[config.mk]
export PLATFORM = sky130hd
export DESIGN_NAME = sq_mem_controller
export DESIGN_NICKNAME = d
export VERILOG_FILES = /design/src/rtl/sq_mem_controller.sv
export SDC_FILE = /design/constraint.sdc
export NUM_CORES = 1
export LEC_CHECK = 0
export BUFFER_PORTS_ARGS = -buffer_cell sky130_fd_sc_hd__buf_2
export CAP_MARGIN = 20
export CORE_ASPECT_RATIO = 1.4
export CORE_UTILIZATION = 45
export DETAILED_ROUTE_END_ITERATION = 16
export HOLD_SLACK_MARGIN = 0.03
export PLACE_DENSITY = 0.63
export SYNTH_ARGS = -nofsm -noshare
export SYNTH_HDL_FRONTEND = slang
export SYNTH_SLANG_ARGS = --single-unit
export TNS_END_PERCENT = 30
[constraint.sdc]
create_clock -name clk -period 2.73 [get_ports clk]
set_clock_uncertainty 0.2 [all_clocks]
set_input_delay 0.273 -clock clk [delete_from_list [all_inputs] [get_ports clk]]
set_output_delay 0.273 -clock clk [all_outputs]
set_load 0.05 [all_outputs]
[src/rtl/sq_mem_controller.sv]
// sq_mem_controller
//  Responder for the calculator command interface. Executes push / pop / add
//  commands on a DEPTH x DW single-port memory organised either as a stack
//  (LIFO, stackQueue = 0) or a circular queue (FIFO, stackQueue = 1).
//  Drives the display value plus occupancy count and empty/full flags.
//  Optional feature macro: SQ_SAT_ADD_EN -- add saturates to all-ones on
//  carry-out and flags err with done; otherwise the sum wraps silently.
module sq_mem_controller #(
    parameter int DW    = 16,
    parameter int DEPTH = 32,
    parameter int AW    = 5
) (
    input  logic          clk,
    input  logic          rst,
    input  logic          stackQueue,
    input  logic          cmd_valid,
    input  logic [1:0]    cmd_op,
    input  logic [DW-1:0] cmd_data,
    output logic          cmd_ready,
    output logic          done,
    output logic          err,
    output logic [DW-1:0] disp,
    output logic [AW:0]   count,
    output logic          empty,
    output logic          full
);

    localparam logic [1:0] OP_PUSH = 2'b00;
    localparam logic [1:0] OP_POP  = 2'b01;
    localparam logic [1:0] OP_ADD  = 2'b10;

    localparam logic [AW:0]   CNT_ONE  = (AW+1)'(1);
    localparam logic [AW:0]   CNT_TWO  = (AW+1)'(2);
    localparam logic [AW:0]   CNT_FULL = (AW+1)'(DEPTH);
    localparam logic [AW-1:0] PTR_ONE  = AW'(1);
    localparam logic [AW-1:0] PTR_TWO  = AW'(2);

    typedef enum logic [2:0] {
        IDLE,
        RD_A,
        RD_B,
        LAT_B,
        WR,
        DONE,
        ERR
    } state_t;

    state_t state_reg, state_next;

    // Architectural state
    logic          mode_reg;
    logic [AW:0]   count_reg;
    logic [AW-1:0] head_reg;
    logic [AW-1:0] tail_reg;
    logic [DW-1:0] disp_reg;

    // Per-command working registers, loaded when a command is accepted
    logic [1:0]    op_reg;
    logic [DW-1:0] data_reg;
    logic [AW-1:0] addr_a_reg;
    logic [AW-1:0] addr_b_reg;
    logic [AW-1:0] addr_w_reg;

    // Single-port memory with registered read
    logic [DW-1:0] mem [DEPTH];
    logic [DW-1:0] rd_data_reg;
    logic [AW-1:0] rd_addr;
    logic          wr_en;

    logic          is_empty;
    logic          is_full;
    logic          reject;
    logic          accept;
    logic          start;
    logic [AW-1:0] cnt_lo;
    logic [DW-1:0] sum;

`ifdef SQ_SAT_ADD_EN
    logic          carry;
    logic          sat_reg;
`endif

    assign is_empty = (count_reg == '0);
    assign is_full  = (count_reg == CNT_FULL);
    assign cnt_lo   = count_reg[AW-1:0];

    assign accept = (state_reg == IDLE) && cmd_valid;
    assign start  = accept && !reject;

    // Legality of the offered command against the current occupancy
    always_comb begin
        reject = 1'b0;
        case (cmd_op)
            OP_PUSH: reject = is_full;
            OP_POP:  reject = is_empty;
            OP_ADD:  reject = (count_reg < CNT_TWO);
            default: reject = 1'b1;
        endcase
    end

    // Adder: the first operand sits in data_reg, the second arrives on the read port
`ifdef SQ_SAT_ADD_EN
    always_comb begin
        {carry, sum} = {1'b0, data_reg} + {1'b0, rd_data_reg};
        if (carry) begin
            sum = '1;
        end
    end
`else
    assign sum = data_reg + rd_data_reg;
`endif

    // State register
    always_ff @(posedge clk) begin
        if (rst) begin
            state_reg <= IDLE;
        end else begin
            state_reg <= state_next;
        end
    end

    // Next-state sequencing; push skips the reads, add needs a second read and a latch cycle
    always_comb begin
        state_next = state_reg;
        case (state_reg)
            IDLE: begin
                if (cmd_valid) begin
                    if (reject) begin
                        state_next = ERR;
                    end else if (cmd_op == OP_PUSH) begin
                        state_next = WR;
                    end else begin
                        state_next = RD_A;
                    end
                end
            end
            RD_A:    state_next = RD_B;
            RD_B:    state_next = (op_reg == OP_ADD) ? LAT_B : DONE;
            LAT_B:   state_next = WR;
            WR:      state_next = DONE;
            DONE:    state_next = IDLE;
            ERR:     state_next = IDLE;
            default: state_next = IDLE;
        endcase
    end

    // Memory port: B address only while RD_B, otherwise A address; write only in WR
    assign rd_addr = (state_reg == RD_B) ? addr_b_reg : addr_a_reg;
    assign wr_en   = (state_reg == WR);

    // Memory array; contents intentionally survive reset
    always_ff @(posedge clk) begin
        if (wr_en) begin
            mem[addr_w_reg] <= data_reg;
        end
        rd_data_reg <= mem[rd_addr];
    end

    // Datapath: capture addresses at accept, move data through the read pipeline,
    // and commit count/pointers/disp on the edge that enters DONE
    always_ff @(posedge clk) begin
        if (rst) begin
            mode_reg   <= 1'b0;
            count_reg  <= '0;
            head_reg   <= '0;
            tail_reg   <= '0;
            disp_reg   <= '0;
            op_reg     <= OP_PUSH;
            data_reg   <= '0;
            addr_a_reg <= '0;
            addr_b_reg <= '0;
            addr_w_reg <= '0;
`ifdef SQ_SAT_ADD_EN
            sat_reg    <= 1'b0;
`endif
        end else begin
            // Organisation may only change while the memory holds nothing
            if ((state_reg == IDLE) && is_empty) begin
                mode_reg <= stackQueue;
            end

            case (state_reg)
                IDLE: begin
                    if (start) begin
                        op_reg   <= cmd_op;
                        data_reg <= cmd_data;
`ifdef SQ_SAT_ADD_EN
                        sat_reg  <= 1'b0;
`endif
                        if (mode_reg) begin
                            // Queue: operands come from the head, results go to the tail
                            addr_a_reg <= head_reg;
                            addr_b_reg <= head_reg + PTR_ONE;
                            addr_w_reg <= tail_reg;
                        end else begin
                            // Stack: top is count-1; add result replaces the second entry
                            addr_a_reg <= cnt_lo - PTR_ONE;
                            addr_b_reg <= cnt_lo - PTR_TWO;
                            addr_w_reg <= (cmd_op == OP_PUSH) ? cnt_lo : (cnt_lo - PTR_TWO);
                        end
                    end
                end
                RD_B: begin
                    // Read of A has landed; for pop this is the final result
                    data_reg <= rd_data_reg;
                    if (op_reg == OP_POP) begin
                        disp_reg  <= rd_data_reg;
                        count_reg <= count_reg - CNT_ONE;
                        if (mode_reg) begin
                            head_reg <= head_reg + PTR_ONE;
                        end
                    end
                end
                LAT_B: begin
                    data_reg <= sum;
`ifdef SQ_SAT_ADD_EN
                    sat_reg  <= carry;
`endif
                end
                WR: begin
                    disp_reg <= data_reg;
                    if (op_reg == OP_PUSH) begin
                        count_reg <= count_reg + CNT_ONE;
                        if (mode_reg) begin
                            tail_reg <= tail_reg + PTR_ONE;
                        end
                    end else begin
                        // add: two entries consumed, one produced
                        count_reg <= count_reg - CNT_ONE;
                        if (mode_reg) begin
                            head_reg <= head_reg + PTR_TWO;
                            tail_reg <= tail_reg + PTR_ONE;
                        end
                    end
                end
                default: begin
                end
            endcase
        end
    end

    assign cmd_ready = (state_reg == IDLE);
    assign done      = (state_reg == DONE) || (state_reg == ERR);
`ifdef SQ_SAT_ADD_EN
    assign err       = (state_reg == ERR) || ((state_reg == DONE) && sat_reg);
`else
    assign err       = (state_reg == ERR);
`endif
    assign disp      = disp_reg;
    assign count     = count_reg;
    assign empty     = is_empty;
    assign full      = is_full;

endmodule

# After elaboration in Yosys (flattened, before gate mapping)
# Memory sizes are Yosys's and may differ from the RTL's. A register that Yosys moved wholly into a read port is not among the register bits.
# Cells that the tools add are included.
# totals
out_inout_bits	27
n_memories	1
regBits	69
ramBits	512
in_bits	22
# classes
n_eq_ne	17
n_lt_le_gt_ge	1
add_sub_neg	8
muxes	25
reduce_logical	16
# mem_list
name	depth	word_bits	rd	rd_clocked_by_memory_dff	wr	line	source
mem	32	16	1	1	1	65	logic [DW-1:0] mem [DEPTH];
# op_table
op	count
case mux 16 bit (3 select lines)	1
two-way mux 5 bit	9
two-way mux 16 bit	2
case mux 16 bit (2 select lines)	1
adder 16 bit	1
case mux 3 bit (5 select lines)	1
two-way mux 3 bit	4
two-way mux 6 bit	2
case mux 6 bit (2 select lines)	1
adder 5 x 1 -> 5 bit (second input constant)	2
case mux 5 bit (2 select lines)	1
== test 3 bit (second input constant)	3
inequality test 2 bit (second input constant)	4
AND reduction 2 bit	4
adder 6 x 1 -> 6 bit (second input constant)	1
== test 3 x 2 -> 1 bit (second input constant)	2
== test 6 bit (second input constant)	1
logical NOT 6 bit	1
< comparator 6 x 2 -> 1 bit (second input constant)	1
subtractor 6 x 1 -> 6 bit (second input constant)	1
adder 5 x 2 -> 5 bit (second input constant)	1
AND reduction 5 bit	1
subtractor 5 x 1 -> 5 bit (second input constant)	1
subtractor 5 x 2 -> 5 bit (second input constant)	1
other kinds (13)	20

# Logic depth before layout (Yosys ltp)
# logic_depth
word_depth	6
depth_mapped	12
mapped_depth_nobuf	9

# Worst setup path after synthesis
# Ideal clock, no wire load.
# synth_path
path_type	register to register
from	reg count_reg[3], in the netlist count[3]
to	reg data_reg[15]
slack_ps	-74
period_less_slack_ps	2804
stages_incl_launch_ff	10
n_path_buf	2
arrival_ps	2489
cell_sequence	dfxtp_1 > clkbuf_1 > nor3_1 > a31oi_1 > o221ai_1 > or3_1 > clkbuf_1 > o21ai_0 > a41oi_1 > o21a_1
# synth_between
elab_chain_len	6
# synth_rtl
element	line	source
from (decl)	52	logic [AW:0] count_reg;
from (signal assigned)	208	count_reg <= count_reg - CNT_ONE;
from (signal assigned)	223	count_reg <= count_reg + CNT_ONE;
from (signal assigned)	229	count_reg <= count_reg - CNT_ONE;
< comparator 6 x 2 -> 1 bit (tied with other cells)	96	OP_ADD: reject = (count_reg < CNT_TWO);
case mux 1 bit (3 select lines) *	93	case (cmd_op)
logical NOT 1 bit *	88	assign start = accept && !reject;
logical AND 1 bit *	88	
inequality test 2 x 1 -> 1 bit (no source line) *	n/a	
AND reduction 2 bit (no source line) *	n/a	
to (signal assigned)	186	data_reg <= cmd_data;
to (signal assigned)	205	data_reg <= rd_data_reg;
to (signal assigned)	215	data_reg <= sum;
to (decl)	59	logic [DW-1:0] data_reg;
# Every way passes the cells marked *; elsewhere a longest branch is shown, timed or not.
# A chain may end at the register's enable or synchronous reset.

# Worst setup path in the final report
# layout_path
from	reg state_reg[2]
to	reg rd_data_reg[1], read port of mem
# layout_between
elab_chain_len	2
# layout_rtl
element	line	source
from (decl)	48	state_t state_reg, state_next;
from (signal assigned)	118	state_reg <= state_next;
== test 3 x 2 -> 1 bit	148	assign rd_addr = (state_reg == RD_B) ? addr_b_reg : addr_a_reg;
two-way mux 5 bit	148	
to (decl)	66	logic [DW-1:0] rd_data_reg;
# No other way between the ends.

==> run summary <==
Pwr Density = 1080 nW/um^2
Via Count = 16297
Post-synth top cells = 512 x edfxtp_1, 177 x nor2_1, 173 x nand2_1, 85 x dfxtp_1, 69 x a21oi_1
crit path time final = 2.94 ns
status = finished with violations
post-synth cell types = 69
CP peak stage delay = 0.48 ns
Congestion Overflow GR = 0
die width = 198 microns
final non-filler cell total = 2771
Setup Crit Path Kind = register to register
Post-Place Worst Slack = -0.461 ns
DRC errors left = 0
area of the multi-input gates = 7330 sq um
Pre-antenna DRT Iters = 5
net count reported at finish = 2062
Crit path buffers/inverters = 5
placed cell count = 2632
Arr. time, crit path = 3.22 ns
Final Hold Violating Endpoints = 0
Total GRT Usage = 25.5%
# fillers = 4306
relative slew slack = 57.5%
critical path startpoint category = register
Biggest register = mem
DR vias/cell = 5.88
worst path cell trace = or3b_4 -> buf_6 -> mux2i_4 -> buf_12 -> or3_4 -> buf_12 -> buf_4 -> a2bb2oi_2 -> o2111ai_2 -> a211oi_2 -> buf_4 -> o211a_1
Cells after Synth = 1762
Total Power = 32.3 mW
largest net degree at the start of global routing = 37
Root Driver = clkbuf_16
max reg flops = 512
Reg clk slew, reported paths = 0.06 ns
worst slew pin tran = 0.637 ns
largest area contributor in the netlist = edfxtp_1
final setup fails = 16
vias in the first global route = 16470
Worst path top cell family by delay = simple AND/OR/NAND/NOR gates
VDD IR max = 0.795 mV
first-pass GRT wire length = 103 mm
Initial Util = 45.6%
RSZ-0062 raised after global routing = yes
Core Region = 53300 sq um
number of synthesized flops with an enable pin = 512
Net Count, Synth = 1809
post-DP HPWL = 47.4 mm
crit end category = register
die area = 54900 sq um
htree depth = 2
fin crit share = 108%
row count = 100
Post-synth ARST share = 0%
post-synth top area share = 63.3%
Post-synth top flop = edfxtp_1
worst min-delay path category = input port to register
CTS buffer count = 52
initial DRC count = 1368
initial antenna violation count = 0
CP max FO = 7
CTS max path bufs = 3
Worst Setup Slack, final = -0.209 ns
sequential cell area = 17100 sq um
Final Util = 55.9%
Slew Limit Fails = 0
clock sink total = 597
Syn Area/Cell = 13.8 sq um
I/O pin total = 49
gpl congestion = 0.891
sequential area share after synthesis = 70.3%
Max Cap Viol = 0
top cells by area, synth = edfxtp_1 63%, dfxtp_1 7.0%, nor2_1 2.7%
Die Span Y = 277 microns
synthesis-to-layout area growth = 22.7%
layout cells sized above 1 = 24.9%
Critical-path top delay cell = or3b_4
Post-DRT Antenna Nets = 0
total wire length = 70.4 mm
Critical Path RT = 3.01 ns
synthesized flop and latch total = 597
diode count = 0
hold slack = 0.273 ns
Synth Cell Area = 24300 sq um
f_max = 0.340 GHz
top-count cell post-synth = edfxtp_1
Clock Latency Late Sink = 0.59 ns
routed len/inst = 25.4 microns
Leak = 10.4 nW
input/output buffers = 48
CTS tree = done
failing checks = negative setup slack
Yosys warning count = 0
## cell type report
class | instances | share of cell area, %
clock buffer | 73 | 4.70
clock inverter | 23 | 0.575
inverter | 13 | 0.164
multi-input combinational | 1040 | 24.6
sequential | 597 | 57.3
tap | 714 | 3.00
timing repair buffer | 311 | 9.62
## cells by family (layout without fill, tap and decap cells)
| kind of cell | after synthesis | in the layout | synth area share [%] |
|---|---|---|---|
| AND/OR/NAND/NOR | 523 | 524 | 9.56 |
| adder cells (fa/ha/maj) | 25 | 25 | 1.32 |
| XOR/XNOR | 32 | 32 | 1.15 |
| buffers and inverters | 126 | 420 | 2.38 |
| multiplexers | 67 | 67 | 3.74 |
| AO/OA/AOI/OAI | 392 | 392 | 11.5 |
| flip-flops | 597 | 597 | 70.3 |
## layout by cell type (no fill, tap or decap), types with 11 or more instances in the layout
cell / Yosys / routed
a2bb2oi_1: 20 / 12
xnor2_1: 16 / 16
buf_12: 0 / 33
o221ai_2: 0 / 19
o22ai_2: 0 / 11
o21ai_0: 40 / 31
inv_1: 13 / 13
a211oi_1: 28 / 15
a211oi_2: 0 / 13
buf_6: 5 / 11
buf_4: 7 / 187
o22ai_1: 59 / 46
nand2_1: 173 / 170
dlygate4sd3_1: 0 / 24
clkbuf_16: 0 / 55
clkbuf_1: 60 / 19
a21oi_1: 69 / 64
mux4_2: 15 / 15
dfxtp_1: 85 / 79
or3_1: 25 / 17
nor3_1: 41 / 40
edfxtp_1: 512 / 512
nor2_1: 177 / 168
mux2i_1: 38 / 36
xor2_1: 16 / 16
o221ai_1: 41 / 21
buf_2: 32 / 48
a311oi_1: 21 / 19
a21o_1: 14 / 14
ha_1: 24 / 23
o32a_1: 11 / 11
nand3_1: 51 / 51
## metrics by stage
step | setup TNS (ns) | cell area, sq um
final | -2.52 | 29800
after global routing | -3.19 | 29800
after detailed placement | -5.11 | 26900
after floorplan | -28.36 | 24300
after global placement | -4.87 | 26900
after CTS | -3.06 | 29300
## what timing repair did
item	CTS	global route
gates cloned	3	4
pin swaps	10	33
endpoints found under the setup margin	44	122
setup buffers	5	9
hold buffers	24	0
resized for setup	84	83
hold endpoints to repair	22	0
## layer usage
metal,global-route usage [%],wire (microns),share of wire [%],vias up
met3,2.65,3980,5.7,175
li1,-,-,-,7335
met2,46.1,36900,52,648
met4,11.2,3580,5.1,0
met5,0,0,0,-
met1,30.4,26000,37,8139
## worst paths after layout
path	from	to	slack (ns)	depth (start not counted)
max	state_reg[2]	rd_data_reg[1]	-0.21	12
min reg2reg	disp[5]	disp[5]	0.30	2
max reg2reg	state_reg[2]	rd_data_reg[1]	-0.21	12
min	stackQueue	mode_reg	0.27	4
## power breakdown
| group | switching, mW | internal [mW] | leakage [nW] |
|---|---|---|---|
| registers | 0.599 | 11.4 | 5.41 |
| clock network | 3.23 | 3.77 | 0.767 |
| logic | 8.20 | 5.10 | 4.18 |
## worst min-delay path, delay by kind of cell
kind / cells / cell delay [ns]
buffers and inverters: 2 / 0.62
AND/OR/NAND/NOR: 1 / 0.07
multiplexers: 1 / 0.06
Note: power is estimated with default switching activity, not from simulation.
